`src/rtl/tcb_mng_copy.sv`:
```
// tcb_mng_copy: TCB manager that copies cfg_len words from cfg_src to cfg_dst
// ports: cfg_* start request with source/destination/length, sts_* busy/done/error/word count,
//        tcb_* manager request (vld/wen/adr/siz/byt/wdt) and delayed response (rdy/rdt/err)
module tcb_mng_copy #(
  parameter int AW  = 32,
  parameter int DW  = 32,
  parameter int DLY = 1,
  parameter int LW  = 16
)(
  input  logic            clk,
  input  logic            rst,
  input  logic            cfg_start,
  input  logic [AW-1:0]   cfg_src,
  input  logic [AW-1:0]   cfg_dst,
  input  logic [LW-1:0]   cfg_len,
  output logic            sts_busy,
  output logic            sts_done,
  output logic            sts_err,
  output logic [LW-1:0]   sts_cnt,
  output logic            tcb_vld,
  input  logic            tcb_rdy,
  output logic            tcb_wen,
  output logic [AW-1:0]   tcb_adr,
  output logic [1:0]      tcb_siz,
  output logic [DW/8-1:0] tcb_byt,
  output logic [DW-1:0]   tcb_wdt,
  input  logic [DW-1:0]   tcb_rdt,
  input  logic            tcb_err
);
  localparam int BW = DW / 8;
  typedef enum logic [2:0] {IDLE, RD_REQ, RD_RSP, WR_REQ, WR_RSP} state_t;
  state_t        r_state, w_nxt;
  logic [AW-1:0] r_src, r_dst, r_adr;
  logic [LW-1:0] r_len, r_cnt;
  logic [DW-1:0] r_wdt;
  logic [2:0]    r_dly;
  logic          r_wen, r_done, r_err;
  logic          w_rsp, w_rd, w_last, w_idle_start;
  // the response is sampled in the transfer cycle itself without delay,
  // otherwise in the DLY-th cycle spent in the response state
  always_comb begin
    w_rsp = (DLY == 0) ? ((r_state == RD_REQ || r_state == WR_REQ) && tcb_rdy)
                       : ((r_state == RD_RSP || r_state == WR_RSP) && r_dly == 3'(DLY - 1));
    w_rd = r_state == RD_REQ || r_state == RD_RSP;
    w_last = r_cnt + LW'(1) == r_len;
    w_idle_start = r_state == IDLE && cfg_start;
  end
  always_ff @(posedge clk or posedge rst) begin
    if (rst) r_state <= IDLE;
    else     r_state <= w_nxt;
  end
  always_comb begin
    w_nxt = r_state;
    unique case (r_state)
      IDLE:    w_nxt = (cfg_start && cfg_len != '0) ? RD_REQ : IDLE;
      RD_REQ:  w_nxt = !tcb_rdy ? RD_REQ : (DLY > 0) ? RD_RSP : tcb_err ? IDLE : WR_REQ;
      RD_RSP:  w_nxt = !w_rsp ? RD_RSP : tcb_err ? IDLE : WR_REQ;
      WR_REQ:  w_nxt = !tcb_rdy ? WR_REQ : (DLY > 0) ? WR_RSP : (tcb_err || w_last) ? IDLE : RD_REQ;
      WR_RSP:  w_nxt = !w_rsp ? WR_RSP : (tcb_err || w_last) ? IDLE : RD_REQ;
      default: w_nxt = IDLE;
    endcase
  end
  always_comb begin
    tcb_vld  = r_state == RD_REQ || r_state == WR_REQ;
    sts_busy = r_state != IDLE;
  end
  // r_src/r_dst advance after each completed word so the next request
  // address is ready in a register before the request state is entered
  always_ff @(posedge clk or posedge rst) begin
    if (rst) begin
      r_src  <= '0;
      r_dst  <= '0;
      r_adr  <= '0;
      r_len  <= '0;
      r_cnt  <= '0;
      r_wdt  <= '0;
      r_dly  <= '0;
      r_wen  <= 1'b0;
      r_done <= 1'b0;
      r_err  <= 1'b0;
    end else begin
      r_done <= (r_state != IDLE && w_nxt == IDLE) || (w_idle_start && cfg_len == '0);
      r_dly  <= (r_state == RD_RSP || r_state == WR_RSP) ? r_dly + 3'd1 : 3'd0;
      if (w_idle_start) begin
        r_src <= cfg_src;
        r_dst <= cfg_dst;
        r_adr <= cfg_src;
        r_len <= cfg_len;
        r_cnt <= '0;
        r_err <= 1'b0;
        r_wen <= 1'b0;
      end
      if (w_rsp && tcb_err) r_err <= 1'b1;
      if (w_rsp && !tcb_err && w_rd) begin
        r_wdt <= tcb_rdt;
        r_adr <= r_dst;
        r_wen <= 1'b1;
      end
      if (w_rsp && !tcb_err && !w_rd) begin
        r_cnt <= r_cnt + LW'(1);
        r_src <= r_src + AW'(BW);
        r_dst <= r_dst + AW'(BW);
        r_adr <= r_src + AW'(BW);
        r_wen <= 1'b0;
      end
    end
  end
  assign tcb_wen  = r_wen;
  assign tcb_adr  = r_adr;
  assign tcb_wdt  = r_wdt;
  assign tcb_siz  = 2'($clog2(BW));
  assign tcb_byt  = '1;
  assign sts_done = r_done;
  assign sts_err  = r_err;
  assign sts_cnt  = r_cnt;
endmodule
```
`config.mk`:
```
export PLATFORM = sky130hd
export DESIGN_NAME = tcb_mng_copy
export DESIGN_NICKNAME = d
export VERILOG_FILES = /design/src/rtl/tcb_mng_copy.sv
export SDC_FILE = /design/constraint.sdc
export NUM_CORES = 1
export LEC_CHECK = 0
export ABC_AREA = 1
export CAP_MARGIN = 10
export CORE_ASPECT_RATIO = 0.7
export CORE_MARGIN = 1
export CORE_UTILIZATION = 35
export CTS_CLUSTER_SIZE = 10
export DETAILED_ROUTE_END_ITERATION = 6
export SYNTH_ARGS = -nofsm -noshare
export SYNTH_HDL_FRONTEND = slang
export SYNTH_SLANG_ARGS = --single-unit
```
`constraint.sdc`:
```
create_clock -name clk -period 12.7 [get_ports clk]
set_clock_uncertainty 0.1 [all_clocks]
set_input_delay 3.175 -clock clk [delete_from_list [all_inputs] [get_ports clk]]
set_output_delay 3.175 -clock clk [all_outputs]
set_load 0.01 [all_outputs]
```
==> results of run 1 <==
## metrics by stage
step           power, W  hold WS (ns)  setup slack, ns  std cells  utilization
3_3_place_gp   0.002042        0.3496            6.481       1755       0.4449
4_1_cts        0.002619        0.3731            6.864       1787       0.4686
3_5_place_dp   0.002057        0.3537            6.404       1755       0.4449
5_1_grt        0.002789        0.3953            6.635       1787       0.4686
6_report       0.002617        0.3712            6.832       1787       0.4686
2_1_floorplan  0.001590        0.3299            4.850       1248            -
## final cells by class
class,count,share of cell area
inverters,130,0.04038
clock buffers,19,0.03710
well taps,357,0.03659
multi-input cells,893,0.3582
repair buffers,206,0.1679
flip-flops and latches,169,0.3464
clock inverters,13,0.01353
## layer usage
metal / GRT usage / part of all wire
met4: 0.05467 / 0.013
met2: 0.3160 / 0.41
met1: 0.3690 / 0.50
met3: 0.05010 / 0.074
met5: 0 / 0
## synthesized netlist by cell type (all sizes together)
library cell	number
ha	5
nor2	111
mux2i	1
o311ai	1
a31oi	14
a22oi	20
inv	130
buf	36
nand3	70
clkbuf	20
nand3b	7
conb	2
o21bai	1
nor4	7
or2	1
o221ai	4
nand4	37
nand2	394
o211ai	22
a22o	3
o21ai	74
dfrtp	169
xor2	23
o22ai	20
o31ai	1
a221o	1
a221oi	8
nor3	29
a21oi	23
a31o	1
xnor2	8
o2111ai	1
## flip-flops by register name, summed over array words and instances, names as in the netlist
register	count
r_dly	3
r_dst	32
r_len	16
r_src	32
r_state	3
sts_cnt	16
sts_done	1
sts_err	1
tcb_adr	32
tcb_wdt	32
tcb_wen	1
## worst register-to-register path: cells and delay by family, from the launching register on
| family | cells | cell delay (ns) |
|---|---|---|
| and+or+nand+nor | 5 | 1.38 |
| buffers and inverters | 4 | 0.92 |
| adders and majority gates | 1 | 0.14 |
| AOI/OAI and AO/OA | 1 | 0.36 |
| DFF | 1 | 0.40 |
## report_power, final
group	internal, W	switching [W]	total [W]
clock	0.000322	0.000232	0.000554
sequential	0.000773	0.000252	0.00102
combinational	0.000460	0.000579	0.00104
## path summary, 6_finish.rpt
| kind | to | from | cells past startpoint |
|---|---|---|---|
| worst max-delay path | r_src[2]$_DFFE_PP0P_ | tcb_err | 7 |
| worst min-delay path | r_dly[0]$_DFF_PP0_ | r_dly[0]$_DFF_PP0_ | 1 |
| worst max register to register | r_src[2]$_DFFE_PP0P_ | r_dly[0]$_DFF_PP0_ | 11 |
| worst min register to register | r_dly[0]$_DFF_PP0_ | r_dly[0]$_DFF_PP0_ | 1 |
| max in group asynchronous | r_src[23]$_DFFE_PP0P_ | rst | 3 |
| min in group asynchronous | sts_cnt[14]$_DFFE_PP0P_ | rst | 2 |
## cells by family (layout without fill, tap and decap cells)
group / Yosys count / in the layout / synth area share
adder cells (fa/ha/maj): 5 / 5 / 0.006652
AO/OA/AOI/OAI: 194 / 194 / 0.1272
other: 2 / 6 / 0.0007985
AND/OR/NAND/NOR: 656 / 656 / 0.2985
XOR/XNOR: 31 / 31 / 0.02887
multiplexers: 1 / 1 / 0.001064
flip-flops: 169 / 169 / 0.4496
buffers and inverters: 186 / 368 / 0.08727
==> impl_metrics.yaml, run 1 <==
sta:
  setup_tns_ns: 0
  rsz0062_at_grt: "no"
  slew_headroom: 0.2531
  final-hold-violation-count: 0
  finalMaxSlewViolations: 0
  fin_crit_sh: 0.4620
  finalCriticalPeriod_ns: 5.868
  setup_violations: 0
  tightest_slew_ns: 1.120
  clock.fmax_mhz: 170.4
die:
  boundaryPins: 208
  die_w_um: 197.9
  rows: 49
  core_area_mm2: 0.02606
  dieArea_mm2: 0.02754
  dieHeight_um: 139.2
  start_util: 0.3610
clock_tree:
  cts_setup_buffers: 0
  cts_buffer_depth: 2
  h-tree-depth: 4
  numCtsBuffers: 17
  hold_buffers: 0
  cts_sinks: 169
  root_buffer: "clkbuf_16"
  cts_tree: "yes"
  path_clk_slew_ns: 0.07
  cts_resized: 0
  clk_latency_ns: 0.43
worst_setup_path:
  regToRegSetupSlack_ns: 9.30
  required_ns: 12.92
  cp_num_buf_inv: 3
  crit_fanout: 42
  worst_setup_path_start_kind: "input pin"
  cp-end-kind: "register"
  cp.arrival_ns: 6.09
  slowest_delay_ns: 0.61
  crit_chain: "clkdlybuf4s50_1 -> nor2_8 -> nand2_4 -> nand2_1 -> buf_4 -> inv_2 -> a221o_1"
  critical-path-top-delay-family: "buffers and inverters"
  crit_type: "input pin to register"
  crit_slowest_cell: "nand2_1"
pwr:
  peakVddDrop_mv: 0.1109
  power_density_mw_per_mm2: 214.3
  leakage_nw: 5.371
global_routing:
  grt_max_degree: 105
  antenna_found_initial: 0
  track_usage: 0.2332
  grt_overflow: 0
  grt_first_pass_wirelength_um: 49070
  grt_pass1_vias: 8523
finish:
  drive_above_1_share: 0.04615
  final_common_cell: "nand2_1"
  layout.cells.most_common_list: "386 x nand2_1, 201 x clkdlybuf4s50_1, 169 x dfrtp_1, 123 x inv_1, 103 x nor2_1"
  seqCellArea_mm2: 0.004229
  synthToLayoutAreaGrowth_pct: 29.81
  multi_input_area_mm2: 0.004373
  num_antenna_cells: 0
  num-fill-cells: 2626
  finalInstanceArea_mm2: 0.01221
  final_nets: 1539
route:
  finalWirelength_um: 31540
  drc: 0
  vias_per_cell: 5.148
  ant_nets: 0
  num_vias: 9200
  first_pass_iters: 6
  wl_per_cell_um: 17.65
  drtIter0Drc: 870
logic_synthesis:
  ys_types: 44
  ys_seq_elements: 169
  synth.area.top_cells: "dfrtp_1 45%, nand2_1 15%, inv_1 4.9%"
  ys_warn_count: 0
  yosysSeqAreaShare: 0.4496
  synth_cells: 1244
  avgSynthCellArea_um2: 7.561
  synth_top_cell_by_area: "dfrtp_1"
  yosys.area.top_type_share: 0.4496
  syn_area_mm2: 0.009405
placed_design:
  hpwl_um: 23290
  post_dp_cell_area_mm2: 0.01159
  portBuffers: 201
  gp_congestion: 0.9121
min_path:
  hp-class: "register to register"
status:
  status: "finished, final reports clean"
run:
  maxCapViolCount: 0
Power figures use the tool's default switching activity.
==> run 2, diff against run 1 <==
- clock period: 12.7 -> 5.5 ns (I/O delays scaled with it)
==> run 2 against run 1 <==
  * Clock-buffer cell count did not move
  * Sequential power grew 130%
  * Non-clock buffer count is 6 higher
  * Routed wire length increased by 0.77%
  * Via count up 0.71%
  * First-iteration DRC count shrank 2.2%
  * Register-to-register slack got worse by 6.6 ns
  * Worst hold slack lost 0.0085 ns
==> impl_metrics.yaml, run 2 (same netlist as run 1, synthesis figures left out) <==
status:
  status: "finished, final reports clean"
die:
  boundaryPins: 208
  start_util: 0.3610
  core_area_mm2: 0.02606
  rows: 49
  dieHeight_um: 139.2
  die_w_um: 197.9
  dieArea_mm2: 0.02754
clock_tree:
  cts_buffer_depth: 2
  root_buffer: "clkbuf_16"
  cts_sinks: 169
  cts_setup_buffers: 0
  hold_buffers: 0
  path_clk_slew_ns: 0.07
  numCtsBuffers: 17
  cts_resized: 0
  cts_tree: "yes"
  h-tree-depth: 4
  clk_latency_ns: 0.44
worst_setup_path:
  required_ns: 5.76
  slowest_delay_ns: 0.52
  cp-end-kind: "register"
  worst_setup_path_start_kind: "input pin"
  crit_type: "input pin to register"
  crit_chain: "clkdlybuf4s50_1 -> nor2_8 -> nand2_4 -> inv_2 -> buf_4 -> nand2_1 -> o21ai_0 -> a21oi_1 -> o21ai_0"
  regToRegSetupSlack_ns: 2.71
  cp.arrival_ns: 3.71
  cpMostUsedCell: "o21ai_0"
  crit_fanout: 24
  crit_slowest_cell: "clkdlybuf4s50_1"
route:
  vias_per_cell: 5.164
  drtIter0Drc: 851
  num_vias: 9265
  first_pass_iters: 7
  drc: 0
  ant_nets: 0
  finalWirelength_um: 31790
  wl_per_cell_um: 17.72
pwr:
  p_total_w: 0.006015
  power.share.sequential: 0.394
  combPwrFrac: 0.403
  leakage_nw: 5.390
  clock_power_share: 0.203
  power_density_mw_per_mm2: 491.6
  swShare: 0.4158
  p_switching_w: 0.002501
  p_int_w: 0.003514
  peakVddDrop_mv: 0.3139
run:
  maxCapViolCount: 0
sta:
  finalCriticalPeriod_ns: 3.449
  final-hold-violation-count: 0
  setup_tns_ns: 0
  fin_crit_sh: 0.6270
  slew_headroom: 0.3240
  setup_violations: 0
  tightest_slew_ns: 1.014
  finalMaxSlewViolations: 0
  clock.fmax_mhz: 290.0
  rsz0062_at_grt: "no"
finish:
  synthToLayoutAreaGrowth_pct: 30.09
  layout.cells.most_common_list: "386 x nand2_1, 201 x clkdlybuf4s50_1, 169 x dfrtp_1, 123 x inv_1, 103 x nor2_1"
  drive_above_1_share: 0.05014
  finalInstanceArea_mm2: 0.01224
  final_nets: 1545
  num-fill-cells: 2555
  final_common_cell: "nand2_1"
global_routing:
  track_usage: 0.2354
  grt_max_degree: 170
  grt_overflow: 0
  grt_first_pass_wirelength_um: 49550
  grt_pass1_vias: 8730
  antenna_found_initial: 1
placed_design:
  post_dp_cell_area_mm2: 0.01165
  gp_congestion: 0.9499
  hpwl_um: 23450
  portBuffers: 201
min_path:
  hp-class: "register to register"
run 2: cell types whose count changed in the layout (fill, tap and decap cells not counted), sizes merged:
cell,previous run,this run
clkinvlp,4,3
clkinv,2,3
inv,134,136
bufinv,3,1
diode,0,1
buf,5,11
run 2: layout make-up:
cell class | count | area (um2) | area share
antenna | 1 | 2.502 | 0.0002045
clock buffer | 19 | 452.9 | 0.03702
clock inverter | 13 | 132.6 | 0.01084
inverter | 130 | 491.7 | 0.04019
multi-input combinational | 893 | 4373 | 0.3574
sequential | 169 | 4229 | 0.3456
tap | 357 | 446.7 | 0.03651
timing repair buffer | 212 | 2107 | 0.1722
run 2: metal layers:
metal,share of wire,vias up,GRT usage
met5,0,-,0
met3,0.081,36,0.05253
met2,0.40,398,0.3171
li1,-,4459,-
met4,0.018,0,0.06814
met1,0.50,4372,0.3675
run 2: per-stage QoR:
stage	util	std cells	setup WS, ns	hold slack [ns]
finish	0.4696	1794	2.051	0.3627
global route	0.4696	1794	1.846	0.4064
CTS	0.4695	1793	2.100	0.3615
detailed placement	0.4470	1761	1.620	0.3519
global placement	0.4470	1761	1.749	0.3523
floorplan	-	1248	1.870	0.3299
run 2: worst max-delay path: cells and delay by family:
family | cells | cell delay, ns
buffers and inverters | 3 | 1.35
AOI/OAI and AO/OA | 3 | 0.33
and+or+nand+nor | 3 | 0.64
run 2: worst paths after layout:
kind                                 startpoint  cells past startpoint                     end
setup reg to reg           r_state[1]$_DFF_PP0_                     12  tcb_adr[3]$_DFFE_PP0P_
max in group asynchronous                   rst                      3      r_dly[0]$_DFF_PP0_
min in group asynchronous                   rst                      3    r_len[2]$_DFFE_PP0P_
hold reg to reg              r_dly[0]$_DFF_PP0_                      1      r_dly[0]$_DFF_PP0_
hold / removal               r_dly[0]$_DFF_PP0_                      1      r_dly[0]$_DFF_PP0_
setup / recovery                        tcb_err                      9  tcb_adr[3]$_DFFE_PP0P_
run 2: power groups by stage:
stage,sequential [W],combinational [W],clock (W)
after floorplan,0.00226,0.00141,0
after global placement,0.00237,0.00238,0
after detailed placement,0.00236,0.00243,0
after CTS,0.00235,0.00244,0.00125
after global routing,0.00244,0.00272,0.00129
final,0.00237,0.00242,0.00122
==> run 3, diff against run 2 <==
- clock period: 5.5 -> 2.9 ns (I/O delays scaled with it)
==> run 3 against run 2 <==
  * Clock power grew 98%
  * Global-route usage grew 0.23 points
  * Routed wire length grew 0.57%
  * Worst hold slack gained 0.0023 ns
  * First-iteration DRC count shrank 9.8%
  * Largest power group unchanged
  * Highest routed layer unchanged
  * Sequential share of layout area shrank 0.44 points
  * Total power grew 93%
  * Combinational power grew 95%
  * Via count shrank 0.19%
  * Design area grew 1.3%
==> impl_metrics.yaml, run 3 (same netlist as run 1, synthesis figures left out) <==
clock_tree:
  clk_latency_ns: 0.44
  h-tree-depth: 4
  numCtsBuffers: 17
  cts_buffer_depth: 2
  hold_buffers: 0
  root_buffer: "clkbuf_16"
  cts_resized: 0
  cts_sinks: 169
  path_clk_slew_ns: 0.07
  cts_setup_buffers: 0
  cts_tree: "yes"
placed_design:
  dp_cells: 1769
  place_ws_ns: 0.2032
  hpwl_um: 23980
  post_dp_cell_area_mm2: 0.01178
  portBuffers: 201
  gp_congestion: 0.8896
global_routing:
  grt_first_pass_wirelength_um: 49840
  antenna_found_initial: 0
  grt_pass1_vias: 8732
  grt_max_degree: 79
  grt_overflow: 0
  track_usage: 0.2377
pwr:
  p_switching_w: 0.004795
  power_density_mw_per_mm2: 938.2
  p_int_w: 0.006834
  combPwrFrac: 0.405
  power.share.sequential: 0.387
  leakage_nw: 5.472
  peakVddDrop_mv: 0.4931
  clock_power_share: 0.208
  p_total_w: 0.01163
  swShare: 0.4123
die:
  die_w_um: 197.9
  start_util: 0.3610
  dieHeight_um: 139.2
  rows: 49
  boundaryPins: 208
  dieArea_mm2: 0.02754
  core_area_mm2: 0.02606
worst_setup_path:
  regToRegSetupSlack_ns: 0.55
  crit_type: "register to primary output"
  reg2regPathDepth: 13
  required_ns: 2.08
  cp.arrival_ns: 1.76
  worst_setup_path_start_kind: "register"
  cp-end-kind: "primary output"
  crit_fanout: 4
sta:
  tightest_slew_ns: 0.5265
  setup_tns_ns: 0
  clock.fmax_mhz: 386.4
  final-hold-violation-count: 0
  finalMaxSlewViolations: 0
  finalCriticalPeriod_ns: 2.588
  rsz0062_at_grt: "no"
  fin_crit_sh: 0.8924
  worst_slack_ns: 0.3122
  setup_violations: 0
  slew_headroom: 0.6458
finish:
  layout.cells.most_common_list: "386 x nand2_1, 201 x clkdlybuf4s50_1, 169 x dfrtp_1, 123 x inv_1, 103 x nor2_1"
  synthToLayoutAreaGrowth_pct: 31.78
  num_antenna_cells: 0
  drive_above_1_share: 0.05540
  layout.cells.non_filler: 1801
  final_common_cell: "nand2_1"
  final_nets: 1553
  finalInstanceArea_mm2: 0.01239
route:
  ant_nets: 0
  finalWirelength_um: 31970
  vias_per_cell: 5.134
  wl_per_cell_um: 17.75
  drc: 0
  drtIter0Drc: 768
  first_pass_iters: 5
  num_vias: 9247
run:
  maxCapViolCount: 0
status:
  status: "finished, final reports clean"
min_path:
  worstHoldPathCells: 1
  hp-class: "register to register"
run 3: cell count changes in the layout (fill, tap and decap cells not counted), sizes merged:
cell / delta
clkinvlp: -1
inv: -1
bufinv: +1
buf: +8
clkinv: +1
diode: -1
run 3: final timing paths:
| kind | endpoint | start |
|---|---|---|
| min in group asynchronous | sts_cnt[3]$_DFFE_PP0P_ | rst |
| setup / recovery | tcb_vld | r_state[0]$_DFF_PP0_ |
| max in group asynchronous | tcb_wdt[20]$_DFFE_PP0P_ | rst |
| hold / removal | r_dly[0]$_DFF_PP0_ | r_dly[0]$_DFF_PP0_ |
| setup reg to reg | sts_done$_DFF_PP0_ | sts_cnt[0]$_DFFE_PP0P_ |
| hold reg to reg | r_dly[0]$_DFF_PP0_ | r_dly[0]$_DFF_PP0_ |
run 3: critical path, cell delays in order (launching register included):
cell             delay (ns)
dfrtp_1                0.37
inv_1                  0.06
nor2_1                 0.27
clkdlybuf4s50_1        0.62
run 3: final cells by class:
class	count	area (um2)
clock buffers	19	452.9
clock inverters	13	158.9
fillers	2589	13660
inverters	130	491.7
multi-input cells	893	4373
flip-flops and latches	169	4229
well taps	357	446.7
repair buffers	220	2242
run 3: layer usage:
layer | global-route usage | share of wire
met1 | 0.3730 | 0.50
met2 | 0.3158 | 0.41
met3 | 0.05350 | 0.074
met4 | 0.07344 | 0.020
met5 | 0 | 0
run 3: power by group through the flow:
stage / registers [W] / logic (W) / clock network, W
5_1_grt: 0.00463 / 0.00524 / 0.00255
3_5_place_dp: 0.00448 / 0.00469 / 0
4_1_cts: 0.00446 / 0.00471 / 0.00246
6_report: 0.00450 / 0.00471 / 0.00242
2_1_floorplan: 0.00430 / 0.00267 / 0
3_3_place_gp: 0.00448 / 0.00463 / 0
run 3: metrics by stage:
step / hold WS (ns) / utilization
floorplan: 0.3299 / -
global placement: 0.3501 / 0.4522
detailed placement: 0.3627 / 0.4522
CTS: 0.3722 / 0.4757
global route: 0.3936 / 0.4757
finish: 0.3651 / 0.4757
